--- config.mk ---
export PLATFORM = sky130hd
export DESIGN_NAME = axi_rd_burst_ctrl
export DESIGN_NICKNAME = d
export VERILOG_FILES = /design/src/rtl/axi_rd_burst_ctrl.sv
export SDC_FILE = /design/constraint.sdc
export NUM_CORES = 1
export LEC_CHECK = 0
export ABC_AREA = 1
export CAP_MARGIN = 10
export CORE_ASPECT_RATIO = 0.5
export CORE_MARGIN = 4
export CORE_UTILIZATION = 49
export CTS_BUF_LIST = sky130_fd_sc_hd__clkbuf_8
export DETAILED_ROUTE_END_ITERATION = 7
export PLACE_DENSITY_LB_ADDON = 0.15
export SLEW_MARGIN = 10
export SYNTH_ARGS = -nofsm -noshare
export SYNTH_HDL_FRONTEND = slang
export SYNTH_SLANG_ARGS = --single-unit
--- constraint.sdc ---
create_clock -name clk_i -period 4.58 [get_ports clk_i]
set_input_delay 1.145 -clock clk_i [delete_from_list [all_inputs] [get_ports clk_i]]
set_output_delay 1.145 -clock clk_i [all_outputs]
set_load 0.01 [all_outputs]
--- src/rtl/axi_rd_burst_ctrl.sv ---
// axi_rd_burst_ctrl
//   AXI4 read-channel master controller. Splits one command (start address,
//   beat count) into INCR bursts of at most MAX_BURST beats that never cross
//   a 4 KiB page, with one burst outstanding at a time. R beats pass through
//   combinationally to a valid/ready output stream.
//
//   Optional feature macro: AXI_RD_BURST_ABORT_ON_ERR_EN
//     defined   : once err_o is set, the command finishes at the end of the
//                 current burst (out_last_o marks that r_last beat).
//     undefined : errors are only recorded; the whole command always runs.
//
// Ports
//   clk_i, rst_i              clock (rising edge), synchronous active-high reset
//   cmd_valid_i/cmd_ready_o   command handshake
//   cmd_addr_i, cmd_beats_i   start byte address (beat aligned), total beats
//   busy_o, done_o, err_o     in progress, completion pulse, sticky error
//   ar_*                      AXI AR channel (constant ID, SIZE, INCR)
//   r_*                       AXI R channel
//   out_valid_o/out_ready_i   output stream handshake
//   out_data_o, out_last_o    stream payload; last = final beat of command
module axi_rd_burst_ctrl #(
    parameter int unsigned ADDR_W    = 48,
    parameter int unsigned DATA_W    = 64,
    parameter int unsigned ID_W      = 4,
    parameter int unsigned AXI_ID    = 0,
    parameter int unsigned MAX_BURST = 256
) (
    input  logic              clk_i,
    input  logic              rst_i,
    input  logic              cmd_valid_i,
    output logic              cmd_ready_o,
    input  logic [ADDR_W-1:0] cmd_addr_i,
    input  logic [31:0]       cmd_beats_i,
    output logic              busy_o,
    output logic              done_o,
    output logic              err_o,
    output logic              ar_valid_o,
    input  logic              ar_ready_i,
    output logic [ID_W-1:0]   ar_id_o,
    output logic [ADDR_W-1:0] ar_addr_o,
    output logic [7:0]        ar_len_o,
    output logic [2:0]        ar_size_o,
    output logic [1:0]        ar_burst_o,
    input  logic              r_valid_i,
    output logic              r_ready_o,
    input  logic [DATA_W-1:0] r_data_i,
    input  logic [1:0]        r_resp_i,
    input  logic              r_last_i,
    output logic              out_valid_o,
    input  logic              out_ready_i,
    output logic [DATA_W-1:0] out_data_o,
    output logic              out_last_o
);

    localparam int unsigned BPB    = DATA_W / 8;
    localparam int unsigned SIZE   = $clog2(BPB);
    localparam logic [8:0]  LP_MAX = 9'(MAX_BURST);

    typedef enum logic [1:0] {S_IDLE, S_ISSUE, S_DATA, S_FIN} state_t;

    state_t            r_state;
    state_t            w_next;
    logic [ADDR_W-1:0] r_addr;
    logic [31:0]       r_rem;
    logic [8:0]        r_burst;
    logic [8:0]        r_beat;
    logic              r_err;

    logic [12:0]       w_page_bytes;
    logic [12:0]       w_page_beats;
    logic [8:0]        w_cap;
    logic [8:0]        w_len;
    logic              w_cmd_acc;
    logic              w_ar_hs;
    logic              w_r_acc;
    logic              w_beat_err;
    logic              w_end_cmd;

    // 13-bit page term so a page-aligned address yields a full 4096/BPB
    assign w_page_bytes = 13'd4096 - {1'b0, r_addr[11:0]};
    assign w_page_beats = w_page_bytes >> SIZE;
    assign w_cap        = (r_rem > 32'(MAX_BURST)) ? LP_MAX : r_rem[8:0];
    assign w_len        = ({4'b0, w_cap} > w_page_beats) ? w_page_beats[8:0] : w_cap;

    assign w_cmd_acc = (r_state == S_IDLE)  && cmd_valid_i;
    assign w_ar_hs   = (r_state == S_ISSUE) && ar_ready_i;
    assign w_r_acc   = (r_state == S_DATA)  && r_valid_i && out_ready_i;

    // Bad response, r_last on the wrong beat, or the expected final beat
    // arriving without r_last: r_last must coincide with beat_q+1 == burst_q.
    assign w_beat_err = (r_resp_i != 2'b00) || (r_last_i != ((r_beat + 9'd1) == r_burst));

`ifdef AXI_RD_BURST_ABORT_ON_ERR_EN
    assign w_end_cmd = (r_rem == '0) || r_err || w_beat_err;
`else
    assign w_end_cmd = (r_rem == '0);
`endif

    always_ff @(posedge clk_i) begin
        if (rst_i) begin
            r_state <= S_IDLE;
        end else begin
            r_state <= w_next;
        end
    end

    always_comb begin
        w_next      = r_state;
        cmd_ready_o = 1'b0;
        ar_valid_o  = 1'b0;
        ar_addr_o   = '0;
        ar_len_o    = '0;
        r_ready_o   = 1'b0;
        out_valid_o = 1'b0;
        out_data_o  = '0;
        out_last_o  = 1'b0;
        done_o      = 1'b0;
        case (r_state)
            S_IDLE: begin
                cmd_ready_o = 1'b1;
                if (cmd_valid_i) begin
                    w_next = (cmd_beats_i == '0) ? S_FIN : S_ISSUE;
                end
            end
            S_ISSUE: begin
                ar_valid_o = 1'b1;
                ar_addr_o  = r_addr;
                ar_len_o   = 8'(w_len - 9'd1);
                if (ar_ready_i) begin
                    w_next = S_DATA;
                end
            end
            S_DATA: begin
                r_ready_o   = out_ready_i;
                out_valid_o = r_valid_i;
                out_data_o  = r_data_i;
                out_last_o  = r_last_i && w_end_cmd;
                if (w_r_acc && r_last_i) begin
                    w_next = w_end_cmd ? S_FIN : S_ISSUE;
                end
            end
            S_FIN: begin
                done_o = 1'b1;
                w_next = S_IDLE;
            end
            default: w_next = S_IDLE;
        endcase
    end

    always_ff @(posedge clk_i) begin
        if (rst_i) begin
            r_addr  <= '0;
            r_rem   <= '0;
            r_burst <= '0;
            r_beat  <= '0;
            r_err   <= 1'b0;
        end else begin
            if (w_cmd_acc) begin
                r_addr <= cmd_addr_i;
                r_rem  <= cmd_beats_i;
                r_err  <= 1'b0;
            end
            if (w_ar_hs) begin
                r_burst <= w_len;
                r_addr  <= r_addr + (ADDR_W'(w_len) << SIZE);
                r_rem   <= r_rem - 32'(w_len);
            end
            if (w_r_acc) begin
                if (w_beat_err) begin
                    r_err <= 1'b1;
                end
                r_beat <= r_last_i ? '0 : r_beat + 9'd1;
            end
        end
    end

    assign busy_o     = (r_state != S_IDLE);
    assign err_o      = r_err;
    assign ar_id_o    = ID_W'(AXI_ID);
    assign ar_size_o  = 3'(SIZE);
    assign ar_burst_o = 2'b01;

endmodule

## Word level (Yosys, flattened, before mapping)

Cells that the tools add are included.

- Magnitude comparators: 2
- Add/subtract/negate cells: 5
- Equal/unequal tests: 8
- Reduce and logical (&&, ||, !) cells: 14
- Mux-type cells: 25

Operators by type and width:

| kind | number |
|---|---|
| 2-to-1 mux 48 bit | 3 |
| zero test 32 bit | 2 |
| 2-to-1 mux 32 bit | 2 |
| 2-to-1 mux 64 bit | 1 |
| adder 48 x 12 -> 48 bit | 1 |
| > comparator 32 x 9 -> 1 bit (second input constant) | 1 |
| subtractor 32 x 9 -> 32 bit | 1 |
| 2-to-1 mux 9 bit | 3 |
| subtractor 13 x 12 -> 13 bit (first input constant) | 1 |
| > comparator 9 x 10 -> 1 bit | 1 |
| 2-to-1 mux 2 bit | 5 |
| adder 9 x 1 -> 9 bit (second input constant) | 1 |
| equality test 9 bit | 1 |
| 2-to-1 mux 1 bit | 9 |
| 2-to-1 mux 8 bit | 1 |
| one-hot mux 2 bit (4 select lines) | 1 |
| subtractor 8 x 1 -> 8 bit (second input constant) | 1 |
| logical AND 1 bit | 6 |
| nonzero test 2 bit | 3 |
| equality test 2 bit (second input constant) | 2 |
| != test 2 bit (second input constant) | 2 |
| AND reduction 3 bit | 1 |
| equality test 2 x 1 -> 1 bit (second input constant) | 1 |
| zero test 2 bit | 1 |
| other kinds (3) | 3 |

- Output and inout bits: 137
- Register bits after elaboration: 101
- Logic and storage cells: 60

## Logic depth before layout (Yosys ltp)

- Depth after elaboration: 6
- Gate-level depth with buffers: 38
- Gate-level depth less buffers: 37

## Least setup slack after synthesis

OpenSTA, ideal clock, no wires.

- Kind: flip-flop to output port
- Start: register r_rem[16]
- End: output port ar_len_o[4]
- Cell stages (with the launch flop): 28
- Data required time: 3.435 ns
- Arrival: 2.826 ns
- Path slack: 0.609 ns
- Cell sequence: dfxtp_1 > nor2_2 > inv_2 > nor2_4 > nand2_2 > nor2_2 > inv_2 > nor2_8 > nand2_2 > inv_1 > ha_1 > nand2_1 > inv_2 > nand2_1 > nand2_1 > nand2_1 > nand2_1 > nand2_1 > nand2_2 > nand2_4 > buf_8 > nand2_2 > nand2_4 > ha_1 > nand2_2 > nor2_2 > nand2_1 > a21oi_1

- Longest elaborated chain between the ends: 6

Ends and longest elaborated chain:

| element | RTL line | source |
|---|---|---|
| start: declaration | 64 | `logic [31:0] r_rem;` |
| start signal: assignment | 160 | `r_rem <= cmd_beats_i;` |
| start signal: assignment | 166 | `r_rem <= r_rem - 32'(w_len);` |
| > comparator 32 x 9 -> 1 bit * | 82 | `assign w_cap = (r_rem > 32'(MAX_BURST)) ? LP_MAX : r_rem[8:0];` |
| 2-to-1 mux 9 bit * | 82 |  |
| > comparator 9 x 10 -> 1 bit | 83 | `assign w_len = ({4'b0, w_cap} > w_page_beats) ? w_page_beats[8:0] : w_cap;` |
| 2-to-1 mux 9 bit * | 83 |  |
| subtractor 8 x 1 -> 8 bit * | 128 | `ar_len_o = 8'(w_len - 9'd1);` |
| 2-to-1 mux 8 bit * | 118 | `case (r_state)` |
| end: declaration | 41 | `output logic [7:0] ar_len_o,` |

Mark *: on every way between the ends. The rest lies on a longest branch, timed or not.

## Worst setup path after layout

- Start: register r_rem[28]
- End: output port ar_len_o[5]

Same word-level chain as after synthesis.

==> results.md <==
* P_leak at 5.98 nW
* R2R depth at 31
* TritonCTS clock tree: built
* CP endpoint kind: output port
* Critical path required time at 3.43 ns
* Failing checks: negative setup slack
* Die area at 21000 µm²
* Distinct cells, synth at 47
* Data arrival time of the worst path at 3.46 ns
* Core area at 17800 µm²
* Clock Skew at 0.0225 ns
* Asr flop ratio synth at 0
* Crit Reg-Reg Endpoint: r_rem[14]
* Setup Viol. Count Final at 5
* Non-filler instance count after layout at 2146
* Total gr overflow at 0
* Switching power total at 4.26 mW
* Final Hold Fails at 0
* Routed Antenna Nets at 0
* Worst setup path endpoint: ar_len_o[5]
* Router iterations before antenna repair at 5
* H-tree Lvls at 3
* Share of layout cells above drive strength 1 at 0.156
* Setup slack after layout at -0.0294 ns
* Highest Clock Rate at 0.217 GHz
* Total Power at 7.89 mW
* Clock sink total at 101
* Commonest non-fill, non-tap cell in the layout: nand2_1
* FF+latch count, synth at 101
* Max-cap violations at 0
* Synth Area per Inst at 5.73 µm²
* Crit path launch type: flop
* Part of the Yosys area used for sequential elements at 0.221
* Clock transition at path regs at 0.11 ns
* Final net count at 2091
* Design Area, Final at 13200 µm²
* Number of top-level pins at 290
* Pins Over Slew Limit at 0
* N_diodes at 0
* Hpwl dp at 27900 µm
* FP Rows at 34
* Gpl congestion at 0.998
* Starting Density at 0.512
* P&R area growth vs syn at 44.8%
* Clock latency on the worst-skew pair at 0.40 ns
* Slew @ Worst Pin at 0.922 ns
* Clk root buf: clkbuf_8
* RSZ-0062 raised after global routing: true
* Number of vias per cell at 5.42
* Gr usage total at 0.317
* Fin crit share at 1.01
* Largest net degree at the start of global routing at 78
* Setup TNS at -0.108 ns
* Residual DRC at 0
* Maximum vdd drop at 0.000410 V
* # fillers at 1495
* Final Critical Period at 4.61 ns
* Initial antenna violation count at 0
* Post-Syn Area at 9130 µm²
* Crit path from: r_rem[28]
* Total CTS buffers at 9
* DR vias at 11600
* Post-synth top flop: dfxtp_1
* Clock group share of total power at 0.077
* Int Pwr at 3.63 mW
* Status: finished with violations
* Die width at 201 µm
* Max-slew headroom at 0.386
* Die Ht at 105 µm
* Multi-input logic area at 6280 µm²
* Register share of total power at 0.157
* Logic gate share of total power at 0.766
* Post-synth EDFFs at 0
* HP Class: reg -> reg
* Port Buffers at 280
* Cells after Synth at 1593
* DRT iter0 DRCs at 1110
* Most frequent cells in the layout: 359 x nand2_1, 271 x clkdlybuf4s50_1, 243 x nor2_1
* WL/cell at 16.8 µm
* Vias in the first global route at 10600
* DRT Wirelength at 36100 µm
* Flip-flop and latch area at 2030 µm²
* Max FO, Critical Path at 6
* Cts hold-fix bufs at 0
* Critical path class: reg -> out
* First-pass GRT wire length at 55100 µm
* Hold depth at 2
* Yosys warning count at 0
* PwrDens at 597 nW/µm²
* Placed cell count at 2110
* Worst reg2reg setup slack at 0.01 ns
* Sw Share at 0.540
* R2r startpoint: r_rem[28]
* CTS max path bufs at 2
* Placed Instance Area at 12400 µm²
cell usage after synthesis, types with 2 or more instances:
master | number | area share
nand3_2 | 2 | 0.0022
buf_1 | 2 | 0.00082
nor2_2 | 8 | 0.0055
ha_1 | 29 | 0.040
conb_1 | 2 | 0.00082
o21bai_1 | 2 | 0.0016
o21ai_0 | 73 | 0.040
or2_2 | 9 | 0.0062
nor4_1 | 14 | 0.0096
inv_1 | 239 | 0.098
dfxtp_1 | 101 | 0.22
clkbuf_1 | 36 | 0.015
nor3_1 | 23 | 0.013
nand2_2 | 15 | 0.010
nand3_1 | 98 | 0.054
nor2_4 | 7 | 0.0086
o211ai_1 | 5 | 0.0041
fa_1 | 2 | 0.0044
a31oi_1 | 43 | 0.029
o21ai_1 | 8 | 0.0044
nor3b_1 | 3 | 0.0025
nand2_1 | 385 | 0.16
nor2_1 | 258 | 0.11
buf_4 | 10 | 0.0082
inv_2 | 32 | 0.013
a211oi_1 | 4 | 0.0033
nor3_4 | 2 | 0.0036
nor3_2 | 7 | 0.0077
xor2_1 | 30 | 0.029
o21ai_2 | 3 | 0.0029
a21oi_1 | 83 | 0.045
nand2_4 | 9 | 0.011
inv_4 | 2 | 0.0014
nand3_4 | 2 | 0.0038
nand4_1 | 24 | 0.016
a21o_1 | 2 | 0.0016
buf_2 | 9 | 0.0049
metrics by stage:
stage | setup WS, ns | hold slack, ns | util
final | -0.0294 | 0.488 | 0.742
after global routing | -0.239 | 0.514 | 0.742
after CTS | 0.0207 | 0.484 | 0.707
after detailed placement | -0.0535 | 0.467 | 0.695
after global placement | 0.0226 | 0.454 | 0.695
after floorplan | 0.609 | 0.445 | -
final cells by class:
cell class / count / area share
Clock buffer: 9 / 0.00937
Sequential cell: 101 / 0.154
Tap cell: 234 / 0.0221
Clock inverter: 7 / 0.00587
Multi-Input combinational cell: 1165 / 0.475
Timing Repair Buffer: 355 / 0.254
Inverter: 275 / 0.0799
logic make-up after synthesis:
kind of cell,Yosys count,synth area share
and+or+nand+nor,868,0.421
buffers and inverters,334,0.146
AOI/OAI and AO/OA,225,0.135
DFF,101,0.221
xor gates and xnor gates,32,0.0322
adders and majority gates,31,0.0441
other,2,0.000822
power groups by stage:
stage                     logic [mW]  clock network [mW]  registers [mW]
final                           6.04               0.610            1.24
after detailed placement        4.96                   0            1.24
after global routing            6.55               0.650            1.26
after floorplan                 3.21                   0            1.22
after global placement          4.85                   0            1.23
after CTS                       5.00               0.613            1.22
worst min path at each step:
| stage | from | to | slack (ns) |
|---|---|---|---|
| 3_5_place_dp | r_beat[8] | r_beat[8] | 0.47 |
| 5_1_grt | r_beat[8] | r_beat[8] | 0.51 |
| 6_report | r_beat[8] | r_beat[8] | 0.49 |
| 4_1_cts | r_beat[8] | r_beat[8] | 0.48 |
| 2_1_floorplan | r_beat[8] | r_beat[8] | 0.45 |
| 3_3_place_gp | r_beat[8] | r_beat[8] | 0.45 |
critical path, cell delays in order (launching register included):
cell      delay (ns)
dfxtp_1         0.36
inv_2           0.07
nand2_1         0.07
nor2_2          0.14
nand2_2         0.07
nor2_4          0.16
inv_4           0.07
nor2_8          0.20
buf_6           0.14
nand2_2         0.04
inv_2           0.06
ha_4            0.20
a21o_1          0.19
a21oi_2         0.21
nand2_4         0.13
nand2_8         0.13
buf_6           0.13
nand2_4         0.07
nand2_8         0.10
nand3_4         0.09
o21bai_4        0.14
nand2_1         0.06
nor2_1          0.11
buf_2           0.14
registers in the layout, indices dropped and copies added (netlist names):
| register | cells |
|---|---|
| err_o | 1 |
| r_state | 2 |
| r_addr | 48 |
| r_beat | 9 |
| r_burst | 9 |
| r_rem | 32 |
routing by layer:
layer / global-route usage / routed length (µm) / part of all wire / vias up
met5: 0 / 0 / 0 / -
met1: 0.417 / 15000 / 0.42 / 5310
met2: 0.541 / 17100 / 0.47 / 579
li1: - / - / - / 5635
met4: 0.100 / 1250 / 0.035 / 0
met3: 0.0467 / 2740 / 0.076 / 104
timing repair:
action,in CTS,in global routing
endpoints found under the setup margin,11,65
cloned,0,0
gates resized for setup,35,133
pin swaps,6,52
setup buffers,4,16
Note: power is estimated with default switching activity, not from simulation.
